<file path="src/rtl/spi_adc_reader_pkg.sv">
// Shared types and defaults for the SPI ADC front end (state enum, widths, counter sizing helper).
package adc_pkg;

  typedef enum logic [1:0] {
    IDLE,
    CS_SETUP,
    SHIFT,
    CS_HOLD
  } adc_state_t;

  localparam int ADC_SAMPLE_SIZE = 12;
  localparam int ADC_FRAME_BITS  = 16;
  localparam int ADC_CLK_DIV     = 4;

  // Counter width able to hold 0..n-1, never narrower than one bit.
  function automatic int cnt_w(input int n);
    return (n > 1) ? $clog2(n) : 1;
  endfunction

endpackage

</file>
<file path="src/rtl/spi_adc_reader_sclk_gen.sv">
// SCLK generator: divides clk into low/high half-periods while run is high, flags
// the capture edge (rise_tick) and the end of each bit (bit_done).
module adc_sclk_gen
  import adc_pkg::*;
#(
  parameter int clk_div = ADC_CLK_DIV
) (
  input  logic clk,
  input  logic rst,
  input  logic run,
  output logic sclk,
  output logic rise_tick,
  output logic bit_done
);

  localparam int DW = cnt_w(clk_div);

  logic [DW-1:0] div_cnt;
  logic          half_end;

  assign half_end  = run && (div_cnt == DW'(clk_div - 1));
  assign rise_tick = half_end && !sclk;
  assign bit_done  = half_end && sclk;

  // Divider is held clear outside SHIFT so every frame starts on a fresh low half.
  always_ff @(posedge clk) begin
    if (rst || !run) begin
      div_cnt <= '0;
      sclk    <= 1'b0;
    end else if (half_end) begin
      div_cnt <= '0;
      sclk    <= ~sclk;
    end else begin
      div_cnt <= div_cnt + DW'(1);
    end
  end

endmodule

</file>
<file path="src/rtl/spi_adc_reader.sv">
// Free-running SPI mode-0 ADC reader: one frame per conversion, last sample_size bits kept.
// Build option ADC_OFFSET_BINARY_EN: invert the sample MSB (offset-binary to two's complement).
module spi_adc_reader
  import adc_pkg::*;
#(
  parameter int sample_size = ADC_SAMPLE_SIZE,
  parameter int frame_bits  = ADC_FRAME_BITS,
  parameter int clk_div     = ADC_CLK_DIV
) (
  input  logic                   clk,
  input  logic                   rst,
  input  logic                   enable,
  input  logic                   adc_miso,
  output logic                   adc_cs_n,
  output logic                   adc_sclk,
  output logic [sample_size-1:0] sample_out,
  output logic                   sample_valid,
  output logic                   busy
);

  localparam int DW = cnt_w(clk_div);
  localparam int BW = cnt_w(frame_bits);

  if (frame_bits < sample_size) begin : g_bad_frame
    $error("spi_adc_reader: frame_bits must be >= sample_size");
  end
  if (clk_div < 1) begin : g_bad_div
    $error("spi_adc_reader: clk_div must be >= 1");
  end

  adc_state_t             state, next_state;
  logic [DW-1:0]          wait_cnt;
  logic [BW-1:0]          bit_cnt;
  logic [sample_size-1:0] shreg, sample_bits;
  logic                   rise_tick, bit_done, wait_end, last_bit, hold_done;

  adc_sclk_gen #(.clk_div(clk_div)) u_sclk (
    .clk       (clk),
    .rst       (rst),
    .run       (state == SHIFT),
    .sclk      (adc_sclk),
    .rise_tick (rise_tick),
    .bit_done  (bit_done)
  );

  assign wait_end  = (wait_cnt == DW'(clk_div - 1));
  assign last_bit  = bit_done && (bit_cnt == BW'(frame_bits - 1));
  assign hold_done = (state == CS_HOLD) && wait_end;

`ifdef ADC_OFFSET_BINARY_EN
  assign sample_bits = shreg ^ {1'b1, {(sample_size-1){1'b0}}};
`else
  assign sample_bits = shreg;
`endif

  always_comb begin
    next_state = state;
    case (state)
      IDLE:     if (enable)   next_state = CS_SETUP;
      CS_SETUP: if (wait_end) next_state = SHIFT;
      SHIFT:    if (last_bit) next_state = CS_HOLD;
      CS_HOLD:  if (wait_end) next_state = IDLE;
      default:                next_state = IDLE;
    endcase
  end

  always_ff @(posedge clk) begin
    if (rst) state <= IDLE;
    else     state <= next_state;
  end

  always_ff @(posedge clk) begin
    if (rst) begin
      wait_cnt <= '0;
      bit_cnt  <= '0;
    end else begin
      if ((state == CS_SETUP || state == CS_HOLD) && !wait_end) wait_cnt <= wait_cnt + DW'(1);
      else                                                       wait_cnt <= '0;
      if (state != SHIFT) bit_cnt <= '0;
      else if (bit_done)  bit_cnt <= bit_cnt + BW'(1);
    end
  end

  // Only sample_size bits are kept; leading frame bits fall off the top.
  always_ff @(posedge clk) begin
    if (rst)            shreg <= '0;
    else if (rise_tick) shreg <= (shreg << 1) | sample_size'(adc_miso);
  end

  always_ff @(posedge clk) begin
    if (rst) begin
      adc_cs_n     <= 1'b1;
      busy         <= 1'b0;
      sample_valid <= 1'b0;
      sample_out   <= '0;
    end else begin
      adc_cs_n     <= !(next_state == CS_SETUP || next_state == SHIFT);
      busy         <= (next_state != IDLE);
      sample_valid <= hold_done;
      if (hold_done) sample_out <= sample_bits;
    end
  end

endmodule

</file>
<file path="config.mk">
export PLATFORM = sky130hd
export DESIGN_NAME = spi_adc_reader
export DESIGN_NICKNAME = d
export VERILOG_FILES = /design/src/rtl/spi_adc_reader_pkg.sv /design/src/rtl/spi_adc_reader_sclk_gen.sv /design/src/rtl/spi_adc_reader.sv
export SDC_FILE = /design/constraint.sdc
export NUM_CORES = 1
export LEC_CHECK = 0
export BUFFER_PORTS_ARGS = -buffer_cell sky130_fd_sc_hd__buf_2
export CORE_ASPECT_RATIO = 2
export CORE_MARGIN = 2
export CORE_UTILIZATION = 25
export DETAILED_ROUTE_END_ITERATION = 16
export PLACE_DENSITY_LB_ADDON = 0.2
export SYNTH_ARGS = -nofsm -noshare
export SYNTH_HDL_FRONTEND = slang
export SYNTH_HIERARCHICAL = 1
export SYNTH_SLANG_ARGS = --single-unit
</file>
<file path="constraint.sdc">
create_clock -name clk -period 2.1 [get_ports clk]
set_input_delay 0.42 -clock clk [delete_from_list [all_inputs] [get_ports clk]]
set_output_delay 0.42 -clock clk [all_outputs]
set_load 0.005 [all_outputs]
</file>
==> metrics.cfg, run 1 <==
[clock_network]
post_cts_resized=0
ctsRootBufferMaster=clkbuf_16
cts_hold_buf=0
cts.sinks=38
clk-insertion-delay-late_ns=0.28
clock_path_buffers=2
cts_tree=done
htree_num_levels=2
path_clk_slew_ns=0.06
cts_buffers=5
postCtsSetupBuffers=0

[synthesis]
synthTopCellsByCount=dfxtp_1, nand2_1, nor2_1, mux2i_1, a21oi_2
syn-num-nets=153
synth_top_area_share_pct=53.1
synth_edf_count=0
yosysMostFrequentCell=dfxtp_1
ys.flop_type=dfxtp_1
ys_top_cells_by_area=dfxtp_1, mux2i_1, nand2_1, a21oi_2, nor2_1
synth_mux_area_share_pct=9.08
synth_simple_gate_area_share_pct=19.2
ys_warn_count=6
synth_compound_area_share_pct=8.65
syn_inst=145
netlist_area_sq_um=1430
yosys.area_share.adder_pct=3.49
synth.largest_area_cell=dfxtp_1
ys_ff_latch=38
synthArstFlopShare_pct=0
ys_seq_area_share_pct=53.1
avgSynthCellArea_sq_um=9.88
synth_top_family_by_area=simple AND/OR/NAND/NOR gates
yosysUniqueCellTypes=28
synth_xor_area_share_pct=3.06

[global_routing]
grt_pass1_wl_um=4440
grt_max_degree=21
grt_pass1_vias=988
track_usage_pct=8.88
overflow=0
antenna_found_initial=0

[power]
p_per_area_nw_per_um2=922
power.total_w=0.00162
p_leak_nw=0.661
vdd_drop_max_uv=564

[die]
dieArea_sq_um=6390
boundaryPins=20
rows=39
start_util_pct=25.5
coreArea_sq_um=5610
die-width_um=57.5
dieHeight_um=111

[placed_design]
place_congestion=0.735
numPortBuffers=19
dp_hpwl_um=1690
placed_area_sq_um=1580
dp_slack_ns=0.154
dp.cells=221

[finish]
n_fill_cell=583
diodes=0
register_area_sq_um=761
fin_cells=228
drive_gt1_share_pct=25.1
multi_input_area_sq_um=631
fin_nets=175
final_area_sq_um=1750
area_delta_synth_final_pct=22.4

[setup_path]
crit_path_cell_trace=and2b_1 > and3_1 > nand2_1 > o32ai_2 > o21ai_0 > ha_1 > nand2b_1
rr_startpoint=state[1]$_SDFF_PP0_
r2r_slack_ns=0.24
cp_data_arrival_time_ns=2.03
rr_endpoint=adc_cs_n$_SDFF_PP1_
crit_fanout=6
crit_type=flop to flop
crit_slowest_cell=dfxtp_1
cp-end-kind=flop
worst-endpoint-required_ns=2.27
cp-start-kind=flop
cpPeakStageDelay_ns=0.42
ff2ff_path_depth=7

[timing]
fin_crit_ns=1.86
drv_slew=0
worst_pin_slew_ns=0.551
rsz0062_at_grt=no
fmax_mhz=537
setup_viol=0
skew_ns=0.00772
hold_viol=0
slew_headroom_pct=63.1
finalWorstSetupSlack_ns=0.239
fin_tns_setup_ns=0
period_share_pct=88.6

[run]
cap_violations=0

[hold_path]
worstHoldPathType=input port to flop
min_to=sample_bits[0]$_SDFFE_PP0P_
min_from=adc_miso
hold_depth=3

[detailed_routing]
drc_errors=0
avgViaCountPerCell=4.44
post_drt_wl_per_cell_um=11.1
drt-total-wl_um=2520
via_count=1012
first_pass_iters=4
drtIter0Drc=12
ant_nets=0

[run_status]
status=finished clean

-- registers in the layout (all words and copies together), names as in the netlist --
register and count:
wait_cnt 2, busy 1, u_sclk/div_cnt 2, sample_out 12, sample_valid 1, u_sclk/sclk 1, sample_bits 12, state 2
adc_cs_n 1, bit_cnt 4
-- power breakdown --
group | internal, W | switching (W)
clock network | 0.000585 | 0.000271
logic | 0.0000119 | 0.0000173
registers | 0.000727 | 0.00000390
-- worst max-delay path by stage --
| stage | start | to | slack, ns |
|---|---|---|---|
| 2_1_floorplan | state[0]$_SDFF_PP0_ | adc_cs_n$_SDFF_PP1_ | 0.34 |
| 3_3_place_gp | state[0]$_SDFF_PP0_ | adc_cs_n$_SDFF_PP1_ | 0.19 |
| 3_5_place_dp | state[0]$_SDFF_PP0_ | adc_cs_n$_SDFF_PP1_ | 0.15 |
| 4_1_cts | state[0]$_SDFF_PP0_ | adc_cs_n$_SDFF_PP1_ | 0.14 |
| 5_1_grt | state[1]$_SDFF_PP0_ | adc_cs_n$_SDFF_PP1_ | 0.01 |
| 6_report | state[1]$_SDFF_PP0_ | adc_cs_n$_SDFF_PP1_ | 0.24 |
-- routing by layer --
metal	vias to the layer above	wire length [um]	track usage (%)
met5	-	0	0
met4	0	43	4.19
met3	4	121	3.03
met2	21	1130	13.2
met1	461	1230	11.3
li1	526	-	-
-- critical path, delay by kind of cell, from the launching register on --
| family | cells | cell delay (ns) |
|---|---|---|
| simple gates | 4 | 0.63 |
| flops | 1 | 0.42 |
| compound gates | 2 | 0.41 |
| fa+ha+maj | 1 | 0.29 |
-- cell families (layout without fill, tap and decap cells) --
group	count (synthesis)	after routing
AO/OA/AOI/OAI	16	16
adder cells (fa/ha/maj)	4	4
multiplexers	13	13
flip-flops	38	38
XOR/XNOR	5	5
AND/OR/NAND/NOR	61	61
buffers and inverters	8	30
-- per-stage QoR --
stage	hold slack, ns	util, %
3_3_place_gp	0.412	28.1
4_1_cts	0.376	31.1
6_report	0.378	31.3
5_1_grt	0.429	31.3
2_1_floorplan	0.404	-
3_5_place_dp	0.427	28.1
-- cell usage in the layout, fill, tap and decap left out --
cell type,synthesis,final
a21oi_1,3,3
a21oi_2,10,10
and2b_1,1,1
and3_1,1,1
and3_4,1,1
buf_2,3,19
buf_4,1,2
bufinv_16,0,1
clkbuf_16,0,5
clkbuf_8,0,1
dfxtp_1,38,38
ha_1,4,4
inv_1,2,2
mux2i_1,13,13
nand2_1,26,26
nand2_2,2,2
nand2b_1,3,3
nand3_1,1,1
nand4_1,1,1
nor2_1,21,21
nor3_1,1,1
nor3b_1,1,1
nor4b_1,1,1
nor4bb_1,1,1
o21a_1,1,1
o21ai_0,1,1
o32ai_2,0,1
xnor2_1,3,3
xor2_1,2,2
-- final cells by class --
cell class | count | share of cell area (%)
flip-flops and latches | 38 | 43.4
multi-input cells | 99 | 35.9
clock buffers | 6 | 7.92
repair buffers | 21 | 6.28
well taps | 61 | 4.35
clock inverters | 1 | 1.71
inverters | 2 | 0.428
Note: power is estimated with default switching activity, not from simulation.
==> run 2, diff against run 1 <==
BUFFER_PORTS_ARGS = -buffer_cell sky130_fd_sc_hd__buf_4   (was -buffer_cell sky130_fd_sc_hd__buf_2)
CORE_UTILIZATION = 47   (was 25)
==> run 2 against run 1 <==
Effect of this change:
- wire length down 0.87%
- core utilization rose by 25 points
- global-route usage up 8.1 points
- sequential cell count unchanged
- critical endpoint unchanged
==> metrics.cfg, run 2 (synthesis gave the netlist of run 1 again) <==
[timing]
whs_ns=0.376  ; was 0.378 ns
drv_slew=0  ; unchanged
rsz0062_at_grt=no  ; unchanged
fmax_mhz=525  ; was 537 MHz
setup_viol=0  ; unchanged
skew_ns=0.00212  ; was 0.00772 ns
period_share_pct=90.7  ; was 88.6%
worst_pin_slew_ns=0.569  ; was 0.551 ns
fin_crit_ns=1.90  ; was 1.86 ns
hold_viol=0  ; unchanged
fin_tns_setup_ns=0  ; unchanged
slew_headroom_pct=62.0  ; was 63.1%

[global_routing]
antenna_found_initial=0  ; unchanged
grt_max_degree=34  ; was 21
grt_pass1_vias=1073  ; was 988
overflow=0  ; unchanged
track_usage_pct=17.0  ; was 8.88%
grt_pass1_wl_um=4490  ; was 4440 um

[finish]
final_area_sq_um=1670  ; was 1750 sq um
drive_gt1_share_pct=24.2  ; was 25.1%
post-route-util_pct=56.7  ; was 31.3%
diodes=0  ; unchanged
final_common_cell=dfxtp_1  ; unchanged
final_cell_mix=dfxtp_1, nand2_1, nor2_1, buf_4, mux2i_1  ; was dfxtp_1, nand2_1, nor2_1, buf_2, mux2i_1
fin_nets=174  ; was 175
area_delta_synth_final_pct=16.5  ; was 22.4%

[placed_design]
dp_hpwl_um=1780  ; was 1690 um
place_congestion=0.709  ; was 0.735
numPortBuffers=19  ; unchanged
placed_area_sq_um=1580  ; about the same

[die]
start_util_pct=48.7  ; was 25.5%
boundaryPins=20  ; unchanged
dieHeight_um=82.1  ; was 111 um
coreArea_sq_um=2940  ; was 5610 sq um
die-width_um=43.0  ; was 57.5 um
dieArea_sq_um=3530  ; was 6390 sq um
rows=28  ; was 39

[detailed_routing]
post_drt_wl_per_cell_um=12.8  ; was 11.1 um
first_pass_iters=4  ; unchanged
avgViaCountPerCell=5.31  ; was 4.44
ant_nets=0  ; unchanged
drc_errors=0  ; unchanged
drtIter0Drc=7  ; was 12
drt-total-wl_um=2500  ; was 2520 um
via_count=1035  ; was 1012

[run]
cap_violations=0  ; unchanged

[hold_path]
worstHoldPathType=input port to flop  ; unchanged

[clock_network]
cts_buffers=5  ; unchanged
cts_hold_buf=0  ; unchanged
cts.sinks=38  ; unchanged
path_clk_slew_ns=0.07  ; was 0.06 ns
ctsRootBufferMaster=clkbuf_8  ; was clkbuf_16
htree_num_levels=2  ; unchanged
clock_path_buffers=2  ; unchanged
clk-insertion-delay-late_ns=0.28  ; about the same
cts_tree=done  ; unchanged

[setup_path]
cpPeakStageDelay_ns=0.44  ; was 0.42 ns
cp-end-kind=flop  ; unchanged
worst-endpoint-required_ns=2.28  ; was 2.27 ns
cp_data_arrival_time_ns=2.08  ; was 2.03 ns
crit_fanout=6  ; unchanged
cp-start-kind=flop  ; unchanged
crit_slowest_cell=dfxtp_1  ; unchanged
crit_path_cell_trace=and2b_1 > and3_1 > nand2_1 > o32ai_2 > o21ai_0 > ha_1 > nand2b_1  ; unchanged
crit_type=flop to flop  ; unchanged

[run_status]
status=finished clean  ; unchanged

[power]
vdd_drop_max_uv=499  ; was 564 uV
p_leak_nw=0.619  ; was 0.661 nW
p_per_area_nw_per_um2=743  ; was 922 nW/um^2

run 2: power by group:
group / leakage [nW] / internal [W] / switching, W
Sequential: 0.307 / 0.000726 / 0.00000426
Combinational: 0.269 / 0.0000137 / 0.0000165
Clock: 0.0431 / 0.000253 / 0.000226
run 2: path summary, 6_finish.rpt:
kind	from	endpoint	slack [ns]	cells past startpoint
max	state[1]$_SDFF_PP0_	adc_cs_n$_SDFF_PP1_	0.20	7
min	adc_miso	sample_bits[0]$_SDFFE_PP0P_	0.38	3
min reg2reg	wait_cnt[0]$_SDFF_PP0_	wait_cnt[0]$_SDFF_PP0_	0.44	1
max reg2reg	state[1]$_SDFF_PP0_	adc_cs_n$_SDFF_PP1_	0.20	7
run 2: timing repair:
item                       CTS  global route
resized for setup            0             1
setup buffers                0             0
hold endpoints to repair     0             0
setup endpoints to repair    0             1
run 2: layer usage:
layer	wire [um]	GRT usage [%]	up-vias
li1	-	-	517
met4	64	11.2	0
met1	957	16.8	494
met5	0	0	-
met3	90	3.96	6
met2	1390	30.6	18
run 2: metrics by stage:
step | total power, W | setup WS (ns) | std cells
3_3_place_gp | 0.000776 | 0.199 | 189
2_1_floorplan | 0.000765 | 0.341 | 145
3_5_place_dp | 0.000777 | 0.110 | 189
4_1_cts | 0.00126 | 0.115 | 195
5_1_grt | 0.00129 | 0.0218 | 195
6_report | 0.00124 | 0.196 | 195
run 2: final cells by class:
cell class                      instances  area [sq um]
Multi-Input combinational cell         99           631
Tap cell                               30          37.5
Clock buffer                            6          82.6
Timing Repair Buffer                   20           150
Inverter                                2          7.51
Fill cell                             281          1270
Sequential cell                        38           761
run 2: critical path, delay by kind of cell (launching register included):
kind / cells / cell delay [ns]
AND/OR/NAND/NOR: 4 / 0.65
flip-flops: 1 / 0.44
AO/OA/AOI/OAI: 2 / 0.42
adder cells (fa/ha/maj): 1 / 0.29
==> run 3, diff against run 2 <==
CORE_ASPECT_RATIO = 0.5   (was 2)
==> run 3 against run 2 <==
Effect of this change:
- clock skew up 0.0031 ns
- highest routed layer unchanged
- worst setup slack worse by 0.019 ns
- total power up 23%
- critical path type unchanged
- critical endpoint unchanged
- first-iteration DRC count rose to 3.6 times the previous value
- final area up 3.9%
- largest cell class unchanged
==> metrics.cfg, run 3 (synthesis gave the netlist of run 1 again) <==
[timing]
rsz0062_at_grt=no  ; unchanged
fmax_mhz=520  ; was 525 MHz
worst_pin_slew_ns=0.562  ; was 0.569 ns
setup_viol=0  ; unchanged
drv_slew=0  ; unchanged
fin_crit_ns=1.92  ; was 1.90 ns
slew_headroom_pct=62.5  ; was 62.0%
fin_tns_setup_ns=0  ; unchanged
hold_viol=0  ; unchanged
period_share_pct=91.6  ; was 90.7%
skew_ns=0.00519  ; was 0.00212 ns

[clock_network]
cts.sinks=38  ; unchanged
cts_tree=done  ; unchanged
postCtsSetupBuffers=0  ; unchanged
ctsRootBufferMaster=clkbuf_8  ; unchanged
clk-insertion-delay-late_ns=0.29  ; was 0.28 ns
path_clk_slew_ns=0.08  ; was 0.07 ns
cts_hold_buf=0  ; unchanged
post_cts_resized=0  ; unchanged
cts_buffers=5  ; unchanged
htree_num_levels=2  ; unchanged
clock_path_buffers=2  ; unchanged

[detailed_routing]
drtIter0Drc=25  ; was 7
via_count=982  ; was 1035
post_drt_wl_per_cell_um=11.7  ; was 12.8 um
drt-total-wl_um=2410  ; was 2500 um
first_pass_iters=4  ; unchanged
avgViaCountPerCell=4.74  ; was 5.31
ant_nets=0  ; unchanged
drc_errors=0  ; unchanged

[global_routing]
track_usage_pct=15.8  ; was 17.0%
grt_pass1_vias=872  ; was 1073
grt_pass1_wl_um=4050  ; was 4490 um
grt_max_degree=34  ; unchanged
antenna_found_initial=0  ; unchanged
overflow=0  ; unchanged

[placed_design]
placed_area_sq_um=1590  ; was 1580 sq um
numPortBuffers=19  ; unchanged
place_congestion=0.728  ; was 0.709
dp_hpwl_um=1520  ; was 1780 um

[setup_path]
crit_path_cell_trace=and2b_1 > and3_1 > nand2_1 > o32ai_1 > o21ai_0 > ha_1 > nand2b_1  ; was and2b_1 > and3_1 > nand2_1 > o32ai_2 > o21ai_0 > ha_1 > nand2b_1
cpPeakStageDelay_ns=0.38  ; was 0.44 ns
worst-endpoint-required_ns=2.28  ; about the same
cp-startpoint=state[0]$_SDFF_PP0_  ; was state[1]$_SDFF_PP0_
cp-end-kind=flop  ; unchanged
cp-start-kind=flop  ; unchanged
crit_type=flop to flop  ; unchanged
path_delay_family=simple AND/OR/NAND/NOR gates  ; unchanged
crit_slowest_cell=dfxtp_1  ; unchanged
critPathBufInv=0  ; unchanged
crit_fanout=9  ; was 6
cp_data_arrival_time_ns=2.10  ; was 2.08 ns
rr_startpoint=state[0]$_SDFF_PP0_  ; was state[1]$_SDFF_PP0_

[die]
coreArea_sq_um=2960  ; was 2940 sq um
dieArea_sq_um=3530  ; unchanged
die-width_um=82.1  ; was 43.0 um
rows=14  ; was 28
dieHeight_um=43.0  ; was 82.1 um
boundaryPins=20  ; unchanged
start_util_pct=48.4  ; was 48.7%

[finish]
area_delta_synth_final_pct=21.0  ; was 16.5%
n_fill_cell=257  ; was 281
drive_gt1_share_pct=24.6  ; was 24.2%
final_area_sq_um=1730  ; was 1670 sq um
fin_nets=174  ; unchanged
diodes=0  ; unchanged
final_cell_mix=dfxtp_1, nand2_1, nor2_1, buf_4, mux2i_1  ; unchanged
final_common_cell=dfxtp_1  ; unchanged

[run_status]
status=finished clean  ; unchanged

[run]
cap_violations=0  ; unchanged

[power]
p_leak_nw=0.645  ; was 0.619 nW
power.total_w=0.00153  ; was 0.00124 W
vdd_drop_max_uv=481  ; was 499 uV
p_per_area_nw_per_um2=881  ; was 743 nW/um^2

[hold_path]
worstHoldPathType=input port to flop  ; unchanged
min_from=adc_miso  ; unchanged

## run 3: cell count changes in the layout (fill, tap and decap cells not counted)
cell / change
bufinv_16: +2
o32ai_1: +1
o32ai_2: -1
## run 3: where the power goes
part	internal [W]	leakage, nW	switching (W)
Sequential	0.000726	0.307	0.00000453
Combinational	0.0000133	0.267	0.0000164
Clock	0.000507	0.0714	0.000261
Total	0.00125	0.645	0.000281
## run 3: path summary, 6_finish.rpt
check	endpoint	cells after the start	slack, ns
min reg2reg	u_sclk/div_cnt[0]$_SDFF_PP0_	1	0.43
max reg2reg	adc_cs_n$_SDFF_PP1_	7	0.18
min	sample_bits[0]$_SDFFE_PP0P_	3	0.36
max	adc_cs_n$_SDFF_PP1_	7	0.18
## run 3: area by class of cell
| class | count | area (sq um) | area share [%] |
|---|---|---|---|
| sequential | 38 | 761 | 43.9 |
| multi-input combinational | 99 | 623 | 35.9 |
| timing repair buffer | 20 | 150 | 8.66 |
| clock buffer | 6 | 82.6 | 4.76 |
| clock inverter | 2 | 60.1 | 3.46 |
| tap | 40 | 50.0 | 2.89 |
| inverter | 2 | 7.51 | 0.433 |
## run 3: worst register-to-register path: cells and delay by family (launching register included)
family	cells	cell delay (ns)
flops	1	0.38
compound gates	2	0.45
fa+ha+maj	1	0.29
simple gates	4	0.71
## run 3: stage by stage
stage / setup WS (ns) / hold WS (ns) / util, % / cells
after global routing: 0.0403 / 0.383 / 58.6 / 207
after global placement: 0.232 / 0.412 / 53.8 / 199
after CTS: 0.183 / 0.363 / 58.6 / 207
final: 0.177 / 0.364 / 58.6 / 207
after floorplan: 0.341 / 0.404 / - / 145
after detailed placement: 0.190 / 0.422 / 53.8 / 199
## run 3: metal layers
metal	share of wire (%)	track usage [%]
met1	53	21.1
met2	41	22.3
met3	5.0	7.66
met4	0.75	5.00
met5	0	0
